==> config.mk <==
export PLATFORM = sky130hd
export DESIGN_NAME = mskaes_rcon_bidir
export DESIGN_NICKNAME = d
export VERILOG_FILES = /design/src/rtl/mskaes_pkg.sv /design/src/rtl/mskaes_rcon_bidir_cst.sv /design/src/rtl/mskaes_rcon_bidir.sv
export SDC_FILE = /design/constraint.sdc
export NUM_CORES = 1
export LEC_CHECK = 0
export ABC_CLOCK_PERIOD_IN_PS = 2000
export CORE_AREA = 5 5 52 54
export CTS_BUF_LIST = sky130_fd_sc_hd__clkbuf_16
export CTS_CLUSTER_DIAMETER = 120
export DETAILED_ROUTE_END_ITERATION = 8
export DIE_AREA = 0 0 57 59
export GPL_TIMING_DRIVEN = 1
export PLACE_DENSITY = 0.83
export SETUP_SLACK_MARGIN = 0.4
export SKIP_CTS_REPAIR_TIMING = 1
export SYNTH_ARGS = -nofsm -noshare
export SYNTH_HDL_FRONTEND = slang
export SYNTH_SLANG_ARGS = --single-unit
==> constraint.sdc <==
create_clock -name clk -period 2 [get_ports clk]
set_input_delay 0.4 -clock clk [delete_from_list [all_inputs] [get_ports clk]]
set_output_delay 0.4 -clock clk [all_outputs]
set_load 0.02 [all_outputs]
==> src/rtl/mskaes_pkg.sv <==
`default_nettype none
// ============================================================================
// Module   : mskaes_pkg
// Purpose  : Shared constants, state encoding and GF(2^8) helpers for the
//            masked AES key schedule (round-constant source, MixColumns,
//            inverse key schedule).
// Revision : 1.0  initial release
// ============================================================================
package mskaes_pkg;

  // First constant of a forward pass (x^0) and of a backward pass (x^9).
  localparam logic [7:0] RCON_FWD_INIT = 8'h01;
  localparam logic [7:0] RCON_BWD_INIT = 8'h36;

  // Number of AES-128 rounds, i.e. constants per pass.
  localparam logic [3:0] AES_NROUNDS   = 4'd10;

  // AES reduction polynomial x^8 + x^4 + x^3 + x + 1, low byte only.
  localparam logic [7:0] AES_POLY_LO   = 8'h1b;

  // Low byte of x^-1 mod 0x11b folded back after a right rotation:
  // rotating bit 0 into bit 7 already supplies the x^7 term of 0x8d.
  localparam logic [7:0] AES_INV_FOLD  = 8'h0d;

  // Controller state encoding.
  typedef enum logic [0:0] {
    IDLE = 1'b0,
    RUN  = 1'b1
  } rcon_state_t;

  // Multiply by x in GF(2^8) modulo 0x11b.
  function automatic logic [7:0] xtime(input logic [7:0] a);
    logic [7:0] w_shl;
    w_shl = {a[6:0], 1'b0};
    return a[7] ? (w_shl ^ AES_POLY_LO) : w_shl;
  endfunction

  // Multiply by x^-1 in GF(2^8) modulo 0x11b (inverse of xtime).
  function automatic logic [7:0] inv_xtime(input logic [7:0] a);
    logic [7:0] w_rot;
    w_rot = {a[0], a[7:1]};
    return a[0] ? (w_rot ^ AES_INV_FOLD) : w_rot;
  endfunction

endpackage : mskaes_pkg
`default_nettype wire

==> src/rtl/mskaes_rcon_bidir_cst.sv <==
`default_nettype none
// ============================================================================
// Module   : MSKcst
// Purpose  : Turns a public COUNT-bit constant into a D-share boolean sharing
//            (x, 0, ..., 0). No randomness is needed since the value is public.
// Revision : 1.0  initial release
// ============================================================================
module MSKcst #(
  parameter int unsigned D     = 2,
  parameter int unsigned COUNT = 8
) (
  input  logic [COUNT-1:0]   x,
  output logic [COUNT*D-1:0] y
);

  // Share 0 carries the value itself.
  assign y[COUNT-1:0] = x;

  // Remaining shares are tied to zero so the XOR of all shares equals x.
  generate
    if (D > 1) begin : g_zero_shares
      for (genvar i = 1; i < D; i++) begin : g_share
        assign y[i*COUNT +: COUNT] = '0;
      end
    end
  endgenerate

endmodule : MSKcst
`default_nettype wire

==> src/rtl/mskaes_rcon_bidir.sv <==
`default_nettype none
// ============================================================================
// Module   : mskaes_rcon_bidir
// Purpose  : Bidirectional AES-128 round-constant generator with round
//            counter and start/update handshake. Forward pass walks
//            0x01 -> 0x36, backward pass walks 0x36 -> 0x01. The constant is
//            emitted as a non-random D-share sharing.
// Revision : 1.0  initial release
// ============================================================================
module mskaes_rcon_bidir
  import mskaes_pkg::*;
#(
  parameter int unsigned D = 2
) (
  input  logic           clk,
  input  logic           rst,
  input  logic           start,
  input  logic           dir,
  input  logic           update,
  input  logic           rcon_en,
  output logic [8*D-1:0] sh_rcon,
  output logic [3:0]     round,
  output logic           last,
  output logic           busy
);

  rcon_state_t r_state;
  logic [7:0]  r_rcon;
  logic [3:0]  r_round;
  logic        r_dir;

  logic        w_busy;
  logic        w_last;
  logic        w_gate;
  logic [7:0]  w_rcon_gated;

  // Status derived purely from registered state.
  assign w_busy = (r_state == RUN);
  assign w_last = w_busy & (r_dir ? (r_round == 4'd1) : (r_round == AES_NROUNDS));

  // Single controller: rst beats start, start beats update; a start while
  // running restarts the pass and swallows a simultaneous update.
  always_ff @(posedge clk) begin
    if (rst) begin
      r_state <= IDLE;
      r_rcon  <= RCON_FWD_INIT;
      r_round <= 4'd0;
      r_dir   <= 1'b0;
    end else if (start) begin
      r_state <= RUN;
      r_rcon  <= dir ? RCON_BWD_INIT : RCON_FWD_INIT;
      r_round <= dir ? AES_NROUNDS : 4'd1;
      r_dir   <= dir;
    end else if (update && (r_state == RUN)) begin
      if (w_last) begin
        // Pass complete; rcon is left as-is because the gate masks it.
        r_state <= IDLE;
        r_round <= 4'd0;
      end else if (r_dir) begin
        r_rcon  <= inv_xtime(r_rcon);
        r_round <= r_round - 4'd1;
      end else begin
        r_rcon  <= xtime(r_rcon);
        r_round <= r_round + 4'd1;
      end
    end
  end

  // Output gate is a pure AND so rcon_en takes effect in the same cycle.
  assign w_gate       = rcon_en & w_busy;
  assign w_rcon_gated = r_rcon & {8{w_gate}};

  MSKcst #(
    .D     (D),
    .COUNT (8)
  ) u_cst (
    .x (w_rcon_gated),
    .y (sh_rcon)
  );

  assign round = r_round;
  assign last  = w_last;
  assign busy  = w_busy;

endmodule : mskaes_rcon_bidir
`default_nettype wire

==> results.md, run 1 <==
- Compound-Gate Fraction of Synth Area: 21.19%
- Die W: 57 µm
- Fmax: 551.7 MHz
- RR Endpoint: round[3]
- Clock slew seen by the registers of the worst setup and hold paths: 0.05 ns
- Hold WC Path Type: reg -> reg
- Post-route clock period utilization: 90.62%
- Root Driver: clkbuf_16
- P&R area growth vs syn: 47.04%
- Met1 Usage GRT: 16.86%
- Async SR Flop Fraction: 0%
- CP top delay family: flip-flops
- Final instance area: 1459 µm²
- Maxcap violations: 0
- Number of global-route vias before repair: 938
- CTS Buf Count: 3
- Multiplexer share of the synthesized area: 5.296%
- DR vias: 993
- Gr busiest metal: met2
- Crit. End Element: primary output
- Worst-Skew Late Latency: 0.24 ns
- CTS tree: done
- # diodes: 0
- Largest family of logic cells by synthesized area: simple AND/OR/NAND/NOR gates
- Worst R2R Path Depth: 8
- Placeable Area: 2170 µm²
- DR DRC count: 0
- Worst Skew: 0.006244 ns
- Cells after Synth: 122
- Crit Reg-Reg Startpoint: round[0]
- Average wire per standard cell: 15.81 µm
- Most used cell, CP: inv_4
- Worst VDD drop: 0.0009006 V
- Met3 usage: 4.793%
- Type of the worst setup path: reg -> out
- Initial antenna violation count: 0
- Post-synth EDFFs: 0
- Largest net degree at the start of global routing: 19
- Slew Limit Fails: 0
- Leak: 0.7948 nW
- Largest fanout on the critical path: 5
- Placed wire-length estimate: 1940 µm
- Crit path buf inv count: 3
- Synth Cell Area: 992.2 µm²
- Io pins: 28
- Final ANT Viol Nets: 0
- Synthesis-stage register bit count: 14
- Hold Path Sink: round[2]
- Die height: 59 µm
- Crit path DAT: 1.41 ns
- Status: completed
- CP peak stage delay: 0.38 ns
- Startpoint types: register
- Via/cell ratio: 5.456
- Synth warnings: 0
- Global Route Usage Sum: 15.80%
- Final Core Density: 67.24%
- Pwr dens: 619.4 nW/µm²
- Die footprint: 3363 µm²
- RSZ-0062 raised after global routing: true
- CTS Sinks: 14
- GR Util met2: 29.53%
- Fraction of layout cells with a size suffix above 1: 25.97%
- Worst EP required: 1.60 ns
- Syn_area_per_cell: 8.133 µm²
- Min Tclk post-route: 1.812 ns
- Slowest stage cell on the critical path: dfxtp_4
- GPL Wtd Cong: 0.8425
- R2R setup slack: 0.21 ns
- NumNets Final: 165
- Synth Flop Type: dfxtp_1
- Port-buffer cells: 19
- Total Wirelength: 2877 µm
- TritonRoute pass-1 iters: 4
- CTS HTree Levels: 1
- Initial core utilization: 45.73%
- Yosys cell types: 41
- Min-delay src: round[2]
- Layout fillers: 178
- Setup-failing EPs final: 0
- Area leader, netlist: dfxtp_1
- Xor-xnor portion of the synthesized cell area: 6.179%
- Global-route wire length before repair: 4160 µm
- Total power: 0.9036 mW
- Core Rows: 17
- Synth top area share: 28.25%
- Starting DRT DRC Count: 16
- Post-Synth Simple-Gate Area: 21.82%
- Endpoints failing hold: 0
- Top cells by area, synth: dfxtp_1, a21oi_1, buf_4
- Total gr overflow: 0
- Crit-path cells: inv_4 -> ha_4 -> and3b_2 -> o21ai_4 -> inv_4 -> buf_6
- Placed cell area: 1245 µm²
- Area share of fa/ha/maj cells after synthesis: 5.044%
- CTS Buffer Depth: 2
- Hold depth: 2
- Register area share after synthesis: 28.25%
[layout by cell type, fill, tap and decap left out, types with 2 or more instances in the layout]
master	synthesis	final
clkbuf_16	0	3
clkdlybuf4s50_1	0	4
nor2_1	7	7
dlymetal6s2s_1	0	13
buf_4	8	16
xnor2_1	5	5
nand2_1	8	8
dfxtp_4	0	2
conb_1	1	8
dfxtp_1	14	12
buf_6	1	4
o21ai_0	3	2
nand2b_1	2	2
a31oi_1	2	2
mux2_2	2	2
inv_4	0	2
a311oi_1	2	2
a211oi_1	3	3
a21oi_1	12	12
nand3_1	3	3
mux2i_1	3	3
ha_1	4	2
and3_1	8	8
xor2_1	2	2
[registers in the layout, summed over array words and instances, names as in the netlist]
name / cells
round: 4
busy: 1
r_dir: 1
r_rcon: 8
[power breakdown]
part           internal (mW)  total [mW]  leakage (nW)  switching (mW)
registers              0.297       0.319         0.117          0.0219
logic                 0.0932       0.207         0.640           0.113
clock network          0.264       0.378        0.0385           0.114
[synth_stat cells, types with 2 or more instances]
cell      number
nand3_1        3
a311oi_1       2
dfxtp_1       14
clkbuf_1       7
inv_1          3
nor2_1         7
a31oi_1        2
xor2_1         2
buf_4          8
a21oi_1       12
mux2i_1        3
mux2_2         2
nand2b_1       2
and3_1         8
a211oi_1       3
nand2_1        8
xnor2_1        5
ha_1           4
o21ai_0        3
nor4_1         3
[layout make-up]
| cell class | count | area (µm²) | share of cell area [%] |
|---|---|---|---|
| Timing Repair Buffer | 38 | 372.9 | 25.56 |
| Inverter | 4 | 20.02 | 1.372 |
| Tap cell | 28 | 35.03 | 2.401 |
| Multi-Input combinational cell | 94 | 664.4 | 45.54 |
| Sequential cell | 14 | 287.8 | 19.73 |
| Clock inverter | 1 | 3.754 | 0.2573 |
| Clock buffer | 3 | 75.07 | 5.146 |
[worst max-delay path by stage]
stage | startpoint | endpoint | cells after the start | slack (ns)
2_1_floorplan | round[0] | round[3] | 7 | 0.35
3_3_place_gp | rcon_en | sh_rcon[4] | 3 | -0.11
3_5_place_dp | rcon_en | sh_rcon[2] | 3 | -0.17
4_1_cts | round[0] | last | 6 | -0.19
5_1_grt | round[0] | last | 6 | 0.13
6_report | round[0] | last | 6 | 0.19
[through the flow]
stage	setup TNS (ns)	hold WS (ns)	worst slack, ns	cells
2_1_floorplan	0	0.4689	0.3458	129
3_3_place_gp	-0.8584	0.5036	-0.1109	169
3_5_place_dp	-1.225	0.5157	-0.1717	169
4_1_cts	-1.374	0.5220	-0.1893	173
5_1_grt	0	0.5317	0.1300	182
6_report	0	0.5148	0.1875	182
[layer usage]
metal | up-vias | wire, µm | share of wire, %
met1 | 480 | 1201 | 42
met3 | 2 | 104 | 3.6
li1 | 487 | - | -
met5 | - | 0 | 0
met2 | 24 | 1563 | 54
met4 | 0 | 8 | 0.28
[worst min-delay path: cells and delay by family, from the launching register on]
family / cells / cell delay, ns
AOI/OAI and AO/OA: 1 / 0.05
and+or+nand+nor: 1 / 0.07
DFF: 1 / 0.35
[cells by family after synthesis]
logic type | after synthesis
other cells | 1
mux | 5
compound gates | 31
flops | 14
fa+ha+maj | 4
buf+inv | 21
xor+xnor | 7
simple gates | 39
Power figures use the tool's default switching activity.
==> run 2, diff against run 1 <==
Settings changed: MAX_ROUTING_LAYER set to met4, SKIP_CTS_REPAIR_TIMING 1 to unset.
==> results.md, run 2 (synthesis results as in run 1) <==
- Most frequent cells in the layout: buf_4, dfxtp_1, and3_1, a21oi_1, conb_1
- Status: completed
- Number of global-route vias before repair: 1072
- Placed wire-length estimate: 1940 µm
- Via/cell ratio: 5.754
- Hold WC Path Type: reg -> reg
- Total gr overflow: 0
- Final ANT Viol Nets: 0
- Post-route clock period utilization: 91.37%
- Type of the worst setup path: reg -> out
- Biggest register: r_rcon
- Crit Reg-Reg Startpoint: round[0]
- Setup-failing EPs final: 0
- Worst Skew: 0.007463 ns
- Starting DRT DRC Count: 26
- CTS Buffer Depth: 2
- Worst EP required: 1.60 ns
- Layout fillers: 157
- CTS Buf Count: 3
- Register Area: 287.8 µm²
- Multi-input logic area: 790.8 µm²
- CTS Sinks: 14
- Port-buffer cells: 19
- Clock slew seen by the registers of the worst setup and hold paths: 0.05 ns
- Worst VDD drop: 0.0008787 V
- Fraction of layout cells with a size suffix above 1: 42.14%
- Maxcap violations: 0
- Average wire per standard cell: 19.21 µm
- R2R setup slack: 0.21 ns
- Largest fanout on the critical path: 3
- NumNets Final: 170
- Pwr dens: 597.0 nW/µm²
- Root Driver: clkbuf_16
- P&R area growth vs syn: 61.79%
- TritonRoute pass-1 iters: 4
- Die height: 59 µm
- Total Wirelength: 3592 µm
- Min Tclk post-route: 1.827 ns
- Hold Path Sink: round[2]
- CTS HTree Levels: 1
- Initial antenna violation count: 0
- RR Endpoint: round[3]
- Final instance area: 1605 µm²
- Global Route Usage Sum: 19.88%
- Worst-Skew Late Latency: 0.25 ns
- Slew Limit Fails: 0
- CTS tree: done
- Largest net degree at the start of global routing: 19
- Max FFs per register: 8
- Io pins: 28
- # diodes: 0
- Leak: 0.6617 nW
- Placeable Area: 2170 µm²
- Crit. End Element: primary output
- DR vias: 1076
- Crit path DAT: 1.43 ns
- Endpoints failing hold: 0
- Die footprint: 3363 µm²
- Post-CTS Hold Fix Bufs: 0
- Core Rows: 17
- Min-delay src: round[2]
- GPL Wtd Cong: 0.8556
- RSZ-0062 raised after global routing: true
- Worst R2R Path Depth: 8
- Die W: 57 µm
- Initial core utilization: 45.73%
- Placed cell area: 1245 µm²
- Fmax: 547.3 MHz
- Place WS: -0.1717 ns
- Startpoint types: register
- DR DRC count: 0
- Setup slack after layout: 0.1727 ns
- Most common cell after layout, fill and taps aside: buf_4
- Global-route wire length before repair: 4954 µm
- Hold depth: 2
## run 2: worst max-delay path by stage
stage / from / endpoint / slack [ns] / cells past startpoint
6_report: round[0] / last / 0.17 / 6
4_1_cts: round[1] / last / 0.23 / 6
3_5_place_dp: rcon_en / sh_rcon[2] / -0.17 / 3
2_1_floorplan: round[0] / round[3] / 0.35 / 7
3_3_place_gp: rcon_en / sh_rcon[4] / -0.11 / 3
5_1_grt: round[0] / last / 0.14 / 6
## run 2: repair_timing
action,in CTS,in global routing
setup endpoints to repair,22,22
buffers inserted,11,3
resized for setup,52,24
pin swaps,4,11
## run 2: where the power goes
| group | switching [mW] | internal, mW | total (mW) |
|---|---|---|---|
| sequential | 0.0228 | 0.297 | 0.320 |
| combinational | 0.145 | 0.109 | 0.254 |
| clock | 0.120 | 0.265 | 0.384 |
## run 2: routing by layer
layer | vias up | routed length (µm) | GRT usage [%]
li1 | 496 | - | -
met1 | 519 | 1279 | 19.50
met2 | 44 | 1947 | 35.73
met3 | 17 | 208 | 6.100
met4 | 0 | 156 | 9.603
met5 | - | 0 | -
## run 2: critical path, stage by stage, from the launching register on
cell and delay, ns:
dfxtp_4 0.38, inv_4 0.05, ha_4 0.14, and3b_2 0.23, o21ai_4 0.18, inv_4 0.04
buf_2 0.15
## run 2: layout make-up
cell class | count | area share, %
inverters | 4 | 1.403
clock inverters | 1 | 0.2338
well taps | 28 | 2.182
flip-flops and latches | 14 | 17.93
repair buffers | 43 | 24.32
clock buffers | 3 | 4.677
multi-input cells | 94 | 49.26
## run 2: stage by stage
stage                     hold WS [ns]  util [%]  instances  power, mW  setup TNS (ns)
after floorplan                 0.4689         -        129     0.4528               0
after CTS                       0.5195     68.63        184     0.9214               0
after global routing            0.5455     73.99        187     0.9980               0
after detailed placement        0.5157     57.38        169     0.5078          -1.225
final                           0.5226     73.99        187     0.9584               0
after global placement          0.5036     57.38        169     0.5004         -0.8584
